==> src/rtl/rv_dm_uart_tx.sv <==
// Data-memory-bus console transmitter: TX FIFO fed by stores, drained as 8N1 UART frames.
// Also exposes STATUS and BAUD registers for loads.
module rv_dm_uart_tx #(
  parameter logic [31:0] BASE_ADDR   = 32'h0010_0000,
  parameter int          FIFO_DEPTH  = 16,
  parameter logic [15:0] DEFAULT_DIV = 16'd868
) (
  input  logic        clk_i,
  input  logic        rst_i,
  input  logic [31:0] dm_addr_i,
  input  logic [31:0] dm_data_s_i,
  input  logic [3:0]  dm_data_select_i,
  input  logic        dm_store_i,
  input  logic        dm_load_i,
  output logic [31:0] dm_data_l_o,
  output logic        dm_store_done_o,
  output logic        dm_load_done_o,
  output logic        dm_ready_o,
  output logic        uart_txd_o
);

  localparam int PTR_W = $clog2(FIFO_DEPTH);
  localparam int LVL_W = PTR_W + 1;

  typedef enum logic [1:0] {IDLE, START, DATA, STOP} state_t;

  state_t            state, state_d;
  logic [7:0]        fifo_mem [FIFO_DEPTH];
  logic [PTR_W-1:0]  wr_ptr, rd_ptr;
  logic [LVL_W-1:0]  level;
  logic              overflow;
  logic [15:0]       baud, baud_wr, div_lat, timer;
  logic [2:0]        bit_cnt;
  logic [7:0]        shreg;
  logic              hit, accept_st, accept_ld, push, push_ok, pop;
  logic              full, empty, bit_end;
  logic [1:0]        reg_sel;
  logic [31:0]       rdata;
  logic              unused_ok;

  // A divisor below 2 cannot produce a usable bit period.
  function automatic logic [15:0] clamp_div(input logic [15:0] v);
    return (v < 16'd2) ? 16'd2 : v;
  endfunction

  assign hit       = (dm_addr_i[31:4] == BASE_ADDR[31:4]);
  assign accept_st = dm_store_i & dm_ready_o & hit;
  assign accept_ld = dm_load_i & dm_ready_o & hit;
  assign reg_sel   = dm_addr_i[3:2];
  assign full      = (level == LVL_W'(FIFO_DEPTH));
  assign empty     = (level == '0);
  assign push      = accept_st & (reg_sel == 2'd0) & dm_data_select_i[0];
  assign push_ok   = push & (~full | pop);
  assign bit_end   = (timer == 16'd0);
  assign unused_ok = ^{dm_addr_i[1:0], dm_data_s_i[31:16], dm_data_select_i[3:2]};

  always_comb begin
    baud_wr = baud;
    if (dm_data_select_i[0]) baud_wr[7:0]  = dm_data_s_i[7:0];
    if (dm_data_select_i[1]) baud_wr[15:8] = dm_data_s_i[15:8];
  end

  always_comb begin
    rdata = '0;
    case (reg_sel)
      2'd1: begin
        rdata[0]    = (state != IDLE);
        rdata[1]    = full;
        rdata[2]    = empty;
        rdata[3]    = overflow;
        rdata[15:8] = 8'(level);
      end
      2'd2:    rdata[15:0] = baud;
      default: rdata = '0;
    endcase
  end

  always_comb begin
    state_d = state;
    pop     = 1'b0;
    case (state)
      IDLE: begin
        if (!empty) begin
          pop     = 1'b1;
          state_d = START;
        end
      end
      START: if (bit_end) state_d = DATA;
      DATA:  if (bit_end && bit_cnt == 3'd7) state_d = STOP;
      STOP: begin
        if (bit_end) begin
          if (!empty) begin
            pop     = 1'b1;
            state_d = START;
          end else begin
            state_d = IDLE;
          end
        end
      end
      default: state_d = IDLE;
    endcase
  end

  always_ff @(posedge clk_i) begin
    if (rst_i) begin
      state           <= IDLE;
      wr_ptr          <= '0;
      rd_ptr          <= '0;
      level           <= '0;
      overflow        <= 1'b0;
      baud            <= DEFAULT_DIV;
      timer           <= '0;
      bit_cnt         <= '0;
      uart_txd_o      <= 1'b1;
      dm_ready_o      <= 1'b0;
      dm_store_done_o <= 1'b0;
      dm_load_done_o  <= 1'b0;
      dm_data_l_o     <= '0;
    end else begin
      state           <= state_d;
      dm_ready_o      <= 1'b1;
      dm_store_done_o <= accept_st;
      dm_load_done_o  <= accept_ld;
      dm_data_l_o     <= accept_ld ? rdata : 32'd0;

      if (push_ok) wr_ptr <= wr_ptr + PTR_W'(1);
      if (pop)     rd_ptr <= rd_ptr + PTR_W'(1);
      level <= level + LVL_W'(push_ok) - LVL_W'(pop);

      if (push && full && !pop)
        overflow <= 1'b0 | 1'b1;
      else if (accept_st && reg_sel == 2'd1 && dm_data_select_i[0] && dm_data_s_i[3])
        overflow <= 1'b0;

      if (accept_st && reg_sel == 2'd2) baud <= clamp_div(baud_wr);

      // A pop starts a frame, so the bit timer reloads from the live BAUD value here.
      if (pop) begin
        timer   <= baud - 16'd1;
        bit_cnt <= 3'd0;
      end else if (state != IDLE) begin
        if (bit_end) begin
          timer <= div_lat - 16'd1;
          if (state == DATA) bit_cnt <= bit_cnt + 3'd1;
        end else begin
          timer <= timer - 16'd1;
        end
      end

      case (state)
        START:   uart_txd_o <= 1'b0;
        DATA:    uart_txd_o <= shreg[0];
        default: uart_txd_o <= 1'b1;
      endcase
    end
  end

  always_ff @(posedge clk_i) begin
    if (push_ok) fifo_mem[wr_ptr] <= dm_data_s_i[7:0];
    if (pop) begin
      shreg   <= fifo_mem[rd_ptr];
      div_lat <= baud;
    end else if (state == DATA && bit_end) begin
      shreg <= shreg >> 1;
    end
  end

endmodule

==> config.mk <==
export PLATFORM = sky130hd
export DESIGN_NAME = rv_dm_uart_tx
export DESIGN_NICKNAME = d
export VERILOG_FILES = /design/src/rtl/rv_dm_uart_tx.sv
export SDC_FILE = /design/constraint.sdc
export NUM_CORES = 1
export LEC_CHECK = 0
export ABC_AREA = 1
export CORE_AREA = 3 3 156 158
export CTS_BUF_LIST = sky130_fd_sc_hd__clkbuf_4
export CTS_CLUSTER_SIZE = 20
export DETAILED_ROUTE_END_ITERATION = 16
export DIE_AREA = 0 0 159 161
export GPL_TIMING_DRIVEN = 1
export HOLD_SLACK_MARGIN = 0.15
export PLACE_DENSITY_LB_ADDON = 0.3
export SKIP_LAST_GASP = 1
export SLEW_MARGIN = 10
export SYNTH_ARGS = -nofsm -noshare
export SYNTH_HDL_FRONTEND = slang
export SYNTH_SLANG_ARGS = --single-unit
==> constraint.sdc <==
create_clock -name clk_i -period 9 [get_ports clk_i]
set_input_delay 1.35 -clock clk_i [delete_from_list [all_inputs] [get_ports clk_i]]
set_output_delay 1.35 -clock clk_i [all_outputs]
set_load 0.1 [all_outputs]
; ---- Word-level counts from Yosys, hierarchy flattened
; Memory sizes are Yosys's and may differ from the RTL's. A register that Yosys moved wholly into a read port is not among the register bits.
; Index checks and enable logic that the tools add are counted.
; Widths: inputs -> output; s select.
[word_totals]
elab_cells = 99
in_bits = 72
register_bits = 111
memories = 1
ramBits = 128
output_inout_bits = 36
[op_classes]
add_sub_neg = 8
order_cmp = 1
n_reduce_logical = 22
bitwise = 11
eq_ne = 12
muxes = 27
[mem_list]
columns = memory, depth, width, read_ports, rd_clocked_by_memory_dff, write_ports, line
row1 = fifo_mem, 16, 8, 1, 1, 1, 28  ; logic [7:0] fifo_mem [FIFO_DEPTH];
[ops]
columns = operator, n
row1 = $mux 16, 4
row2 = $sub 16x1->16 const B, 3
row3 = $mux 8, 4
row4 = $eq 28x17->1 const B, 1
row5 = $logic_not 16->1, 1
row6 = $lt 16x2->1 const B, 1
row7 = $pmux 8 s2, 1
row8 = $add 4x1->4 const B, 2
row9 = $logic_and 1x1->1, 8
row10 = $mux 1, 8
row11 = $mux 2, 4
row12 = $mux 4, 2
row13 = $ne 2x2->1 const B, 4
row14 = $pmux 2 s4, 1
row15 = $pmux 4 s2, 1
row16 = $reduce_bool 2->1, 4
row17 = $and 1x1->1, 7
row18 = $eq 2x2->1 const B, 3
row19 = $add 5x1->5, 1
row20 = $eq 5x5->1 const B, 1
row21 = $logic_not 5->1, 1
row22 = $sub 5x1->5, 1
row23 = $eq 2x1->1 const B, 2
row24 = $logic_not 2->1, 2
row25 = 10 further kinds, 14

; ---- Longest topological paths before layout
; Gate-level depths: netlist of the first run.
[depth]
word_depth = 8
depth_mapped = 21
ltp_nobuf = 21

; ---- Worst setup path after synthesis of the first run
; OpenSTA, ideal clock, no wires.
[synth_timing]
path_kind = input-to-reg
from = input port dm_addr_i[15]
to = register level[4]
setup_ps = 70
arrival_ps = 3630
setup_slack_ps = 5300
t_required_ps = 8930
stages = 17
path_buffers = 0
cell_sequence = inv_1 nand2_1 nor3_1 nand3_1 nor4_2 nand2_1 nor3_1 nand2_1 ha_1 inv_1 ha_1 fa_1 nand2_1 a21oi_1 nor2_1 o21ai_0 a21oi_1
[synth_between]
elab_chain_len = 7
[synth_lines]
columns = element, line
row1 = from (decl), 10  ; input logic [31:0] dm_addr_i,
row2 = $eq 28x17->1, 46  ; assign hit = (dm_addr_i[31:4] == BASE_ADDR[31:4]);
row3 = $and 1x1->1, 47  ; assign accept_st = dm_store_i & dm_ready_o & hit;
row4 = $and 1x1->1 (2 in a row), 52  ; assign push = accept_st & (reg_sel == 2'd0) & dm_data_select_i[0];
row5 = $and 1x1->1, 53  ; assign push_ok = push & (~full | pop);
row6 = $add 5x1->5, 128  ; level <= level + LVL_W'(push_ok) - LVL_W'(pop);
row7 = $sub 5x1->5, 128
row8 = to (signal assigned), 128
row9 = to (decl), 30  ; logic [LVL_W-1:0] level;
; Every way passes these cells.
; A chain may end at the register's enable or synchronous reset.

; ---- Worst setup path in the final report of the first run
[layout_timing]
from = register level[2]
to = register level[4]
[layout_between]
elab_chain_len = 8
elab_cells_between_ends = 10
cone_classes = 2 x add/sub / 1 x eq/ne / 3 x mux / 3 x bitwise / 1 x reduce/logical
[layout_lines]
columns = element, line
row1 = $logic_not 5->1, 51  ; assign empty = (level == '0);
row2 = $mux 1, "83, 92"
row3 = $mux 1, 91  ; if (bit_end) begin
row4 = $pmux 1 s2, 81  ; case (state)
row5 = $or 1x1->1, 53
row6 = $and 1x1->1, 53
row7 = $add 5x1->5, 128
row8 = $sub 5x1->5 *, 128
; Mark *: on every way between the ends. The rest lies on a longest branch, timed or not.

==> flow_summary.toml, run 1 <==
[run_status]
status = "finished, final reports clean"

[grt]
grt_pass1_vias = 7578
antenna_found_initial = 1
grt_max_degree = 66
grt_pass1_wl_um = 38300
overflow = 0
grt_usage_pct = 18.6

[worst_setup_path]
crit_arrival_ps = 4550
cp-startpoint = "level[2]"
r2r_slack_ps = 5060
crit_required_ps = 9610
reg2reg_from = "level[2]"
worstSetupPathType = "flip-flop to flip-flop"
critPathLaunchType = "flip-flop"
reg2regPathDepth = 21
path_max_fanout = 38
reg2reg_to = "level[4]"
cp-end-kind = "flip-flop"
setup.worst_path.end = "level[4]"

[worst_hold_path]
whs_path_depth = 0
min_path_type = "flip-flop to flip-flop"

[cells_and_area]
nets = 1260
regArea_sq_um = 6070
multi_input_area_sq_um = 3660
syn_to_final_growth_pct = 16.0
drive_gt1_share_pct = 12.6
n_fill_cell = 2143

[timing]
setup_viol_count_final = 0
period_minus_slack_ps = 3940
slew_viol_final = 0
skew_ps = 76.4
fin_setup_tns_ps = 0
tightest_slew_ps = 1170
grt_setup_unrepaired = "no"
maxSlewHeadroom_pct = 21.1
clock.fmax_ghz = 0.254
fin_crit_sh_pct = 43.8
setup_slack_ps = 5060
finalHoldViolCount = 0

[power]
leakage_uw = 0.00456
power.density_nw_per_um2 = 285
vdd_ir_drop_max_mv = 0.117

[drt]
drtPass1Iterations = 5
wl_met2_um = 11300
via_per_inst = 5.20
drt_iter0_drc = 566
drc_errors = 0
routed_wl_um = 24400
wl_met3_um = 1660
vias = 7974
antenna_left = 0
top_layer_used = "met4"
drt-met1-wl_um = 10900
drt-wirelength-per-cell_um = 16.0

[yosys]
async_reset_ff_share_pct = 0
synth_cells = 1074
synth_top_area_share_pct = 44.0
synth_seq_cells = 227
synth_area_per_cell_sq_um = 9.66
synth-seq-area-share_pct = 58.4
netlist_area_sq_um = 10400
yosysMostFrequentCell = "nor2_1"
synth_edf_count = 152
synth_warnings = 0
synth_area_leader_cell = "edfxtp_1"
ys_top_cells_by_area = "edfxtp_1, dfxtp_1, nor2_1"
ys_types = 47
synth_flop_cell = "edfxtp_1"
ys_top_cells_by_count = "nor2_1, edfxtp_1, nand2_1"

[clocking]
hold_buffers = 0
h-tree-depth = 2
tritoncts = "built"
post_cts_buffers = 0
clkSlewWorstSetupHoldPaths_ps = 60
cts.sinks = 227
numCtsBuffers = 57
clk_latency_ps = 710
cts_buffer_depth = 3
ctsResizeCount = 0
root_buffer = "clkbuf_4"

[die]
dieArea_sq_um = 25600
ioPinCount = 108
die_h_um = 161
coreArea_sq_um = 23300
rows = 56
initial_core_util_pct = 44.6
dieWidth_um = 159

[place]
hpwl_um = 15800
numPortBuffers = 71
pre_cts_slack_ps = 4440
gp_congestion = 0.855

[flow_run]
max_cap_viol_count = 0
critical path: stages (launching register included):
cell and delay [ps]:
dfxtp_1 360, inv_1 70, ha_1 230, nand3_2 150
nand2_1 70, inv_1 80, nand3_2 80, nand2_4 190
nand2_8 200, inv_2 610, nor2_1 170, inv_1 90
nand2_1 110, ha_1 310, inv_1 40, ha_1 200
fa_1 410, nand2_1 80, a21oi_1 60, nor2_1 120
o21ai_0 90, a21oi_1 130
power breakdown:
group	switching (uW)	internal (uW)	total [uW]
Sequential	53.5	1240	1300
Clock	417	483	899
Combinational	858	376	1230
cell type report:
type,count,area share [%]
well taps,319,3.31
clock buffers,90,5.61
clock inverters,16,0.779
flip-flops and latches,227,50.4
repair buffers,76,6.21
inverters,106,3.30
multi-input cells,697,30.4
diodes,1,0.0208
flip-flops by register name, summed over array words and instances, names as in the netlist, 5 cells and up, named ones only:
register and count:
baud 16, div_lat 16, dm_data_l_o 16, fifo_mem 128
level 5, shreg 8, timer 16
per-layer routing:
layer | up-vias | track usage (%)
met5 | - | 0
li1 | 3899 | -
met3 | 59 | 4.46
met1 | 3745 | 24.3
met2 | 271 | 30.0
met4 | 0 | 7.40
worst min-delay path by stage:
stage / slack, ps / endpoint / start
3_5_place_dp: 410 / div_lat[14] / baud[14]
5_1_grt: 430 / div_lat[14] / baud[14]
4_1_cts: 430 / div_lat[14] / baud[14]
2_1_floorplan: 410 / div_lat[14] / baud[14]
6_report: 430 / div_lat[14] / baud[14]
3_3_place_gp: 410 / div_lat[4] / baud[4]
cell usage in the layout, fill, tap and decap left out, drive strengths merged, types with 7 or more instances in the layout:
master / Yosys / routed
nor2: 183 / 183
nand2: 157 / 157
edfxtp: 152 / 152
o21ai: 122 / 122
inv: 105 / 106
clkbuf: 34 / 90
dfxtp: 75 / 75
clkdlybuf4s50: 0 / 71
nand3: 53 / 53
a21oi: 35 / 35
o221ai: 22 / 22
ha: 22 / 22
conb: 1 / 16
clkinv: 1 / 15
nor4: 15 / 15
o22ai: 13 / 13
a31oi: 9 / 9
nor3: 9 / 9
nand4: 8 / 8
a211oi: 7 / 7
o211ai: 7 / 7
cell families after synthesis:
kind of cell,count (synthesis),share of synthesized area [%]
compound gates,221,12.4
xor+xnor,6,0.506
fa+ha+maj,23,2.84
buf+inv,165,6.85
flops,227,58.4
mux,1,0.0964
other cells,1,0.0361
simple gates,430,18.9
stage by stage:
step           hold WS (ps)  instance area [sq um]  total power, uW  cells  util [%]
3_3_place_gp            410                  11300             2520   1425      48.5
2_1_floorplan           408                  10400             2300   1089         -
3_5_place_dp            415                  11300             2550   1425      48.5
4_1_cts                 431                  12000             3450   1531      51.8
6_report                429                  12000             3430   1532      51.8
5_1_grt                 433                  12000             3670   1532      51.8
(Power assumes the default switching activity.)
==> run 2: changes to the inputs <==
==> constraint.sdc (replaced) <==
create_clock -name clk_i -period 3.2 [get_ports clk_i]
set_input_delay 0.48 -clock clk_i [delete_from_list [all_inputs] [get_ports clk_i]]
set_output_delay 0.48 -clock clk_i [all_outputs]
set_load 0.1 [all_outputs]
==> run 2 against run 1 <==
  * Final area increased by 3.4%
  * Clock skew decreased by 31 ps
  * Worst setup slack got worse by 4800 ps
  * Count of clock-buffer cells in the layout decreased by 11
  * Register-to-register slack got worse by 4800 ps
  * Utilization increased by 1.7 points
  * Via count increased by 0.36%
  * Hold slack got worse by 0.94 ps
  * Sequential share of layout area decreased by 1.6 points
  * Critical endpoint unchanged
  * Largest power group is now combinational cells
  * Highest routed layer unchanged
==> flow_summary.toml, run 2 (synthesized netlist as in run 1, its figures left out) <==
[worst_hold_path]
min_path_type = "flip-flop to flip-flop"
hold_end = "div_lat[5]"
whs_path_depth = 0
hold_start = "baud[5]"

[clocking]
clk_latency_ps = 680
clkSlewWorstSetupHoldPaths_ps = 60
hold_buffers = 0
cts.sinks = 227
h-tree-depth = 2
root_buffer = "clkbuf_4"
numCtsBuffers = 57
tritoncts = "built"
cts_buffer_depth = 3

[run_status]
status = "finished, final reports clean"

[grt]
overflow = 0
grt_usage_pct = 19.2
grt_pass1_wl_um = 39500
grt_pass1_vias = 7758
antenna_found_initial = 1
grt_max_degree = 65

[cells_and_area]
syn_to_final_growth_pct = 19.9
drive_gt1_share_pct = 17.5
layout_common_cells = "nor2_1, edfxtp_1, nand2_1"
nets = 1322
top_register = "fifo_mem"
largest_reg_flops = 128
final_common_cell = "nor2_1"

[die]
dieWidth_um = 159
initial_core_util_pct = 44.6
rows = 56
dieArea_sq_um = 25600
ioPinCount = 108
coreArea_sq_um = 23300
die_h_um = 161

[worst_setup_path]
reg2reg_to = "level[4]"
r2r_slack_ps = 280
worstSetupPathType = "flip-flop to flip-flop"
path_max_fanout = 5
cp-end-kind = "flip-flop"
reg2regPathDepth = 21
reg2reg_from = "level[3]"
critPathLaunchType = "flip-flop"
crit_arrival_ps = 3500
crit_required_ps = 3780

[drt]
antenna_left = 0
drtPass1Iterations = 6
drt-wirelength-per-cell_um = 15.6
drc_errors = 0
via_per_inst = 5.03
routed_wl_um = 24900
drt_iter0_drc = 594
vias = 8003

[power]
leakage_uw = 0.00486
power_uw = 9720
power.density_nw_per_um2 = 781
vdd_ir_drop_max_mv = 0.332

[timing]
maxSlewHeadroom_pct = 34.6
finalHoldViolCount = 0
fin_setup_tns_ps = 0
period_minus_slack_ps = 2920
clock.fmax_ghz = 0.342
skew_ps = 45.3
setup_viol_count_final = 0
tightest_slew_ps = 978
fin_crit_sh_pct = 91.4
slew_viol_final = 0
whs_ps = 428

[place]
gp_congestion = 0.875
numPortBuffers = 71
hpwl_um = 16900

[flow_run]
max_cap_viol_count = 0
==> run 2: cell types whose count changed in the layout (fill, tap and decap cells not counted), moves of 2 or more <==
cell	before	now
clkbuf_4	90	79
buf_4	5	78
clkinv_2	0	4
clkinv_1	15	17
clkdlybuf4s50_1	71	60
==> run 2: power breakdown <==
part	internal (uW)	total (uW)	switching, uW
sequential	3490	3640	147
clock	1230	2360	1130
combinational	1220	3720	2500
==> run 2: layout make-up <==
class / count / area, sq um
Fill cell: 2146 / 10800
Antenna cell: 1 / 2.50
Sequential cell: 227 / 6070
Clock buffer: 79 / 593
Tap cell: 319 / 399
Inverter: 106 / 398
Clock inverter: 23 / 123
Timing Repair Buffer: 138 / 1190
Multi-Input combinational cell: 697 / 3680
==> run 2: per-layer routing <==
| layer | GRT usage (%) | vias up | wire length (um) |
|---|---|---|---|
| met3 | 4.44 | 33 | 1850 |
| met1 | 25.0 | 3702 | 10900 |
| li1 | - | 4016 | - |
| met2 | 32.3 | 252 | 11700 |
| met5 | 0 | - | 0 |
| met4 | 6.05 | 0 | 496 |
==> run 2: how the worst max path moves through the flow <==
| stage | start | endpoint | slack (ps) |
|---|---|---|---|
| floorplan | dm_ready_o | level[4] | 100 |
| global placement | dm_addr_i[20] | level[4] | -210 |
| detailed placement | dm_addr_i[12] | level[4] | -270 |
| global route | level[3] | level[4] | -8 |
| finish | level[3] | level[4] | 280 |
| CTS | level[2] | level[4] | 150 |
==> run 2: stage by stage <==
step	setup WS, ps	cells	utilization, %	cell area, sq um
6_report	276	1590	53.5	12400
2_1_floorplan	103	1089	-	10400
3_3_place_gp	-211	1486	50.3	11700
4_1_cts	149	1588	53.4	12400
5_1_grt	-7.65	1590	53.5	12400
3_5_place_dp	-274	1486	50.3	11700
==> run 2: what timing repair did <==
item | 4_1_cts | 5_1_grt
setup endpoints to repair | 0 | 3
gates resized for setup | 0 | 4
setup buffers | 0 | 1
==> run 2: critical path, cell delays in order (launching register included) <==
cell	delay, ps
dfxtp_1	370
inv_1	80
ha_1	240
nand3_4	140
nand2_1	60
inv_1	80
nand3_2	120
nand2_8	130
nand2_8	50
inv_2	70
nor2_1	70
inv_1	60
nand2_1	60
ha_1	290
inv_1	40
ha_1	200
fa_2	350
nand2_1	70
a21oi_1	50
nor2_1	130
o21ai_0	100
a21oi_1	130
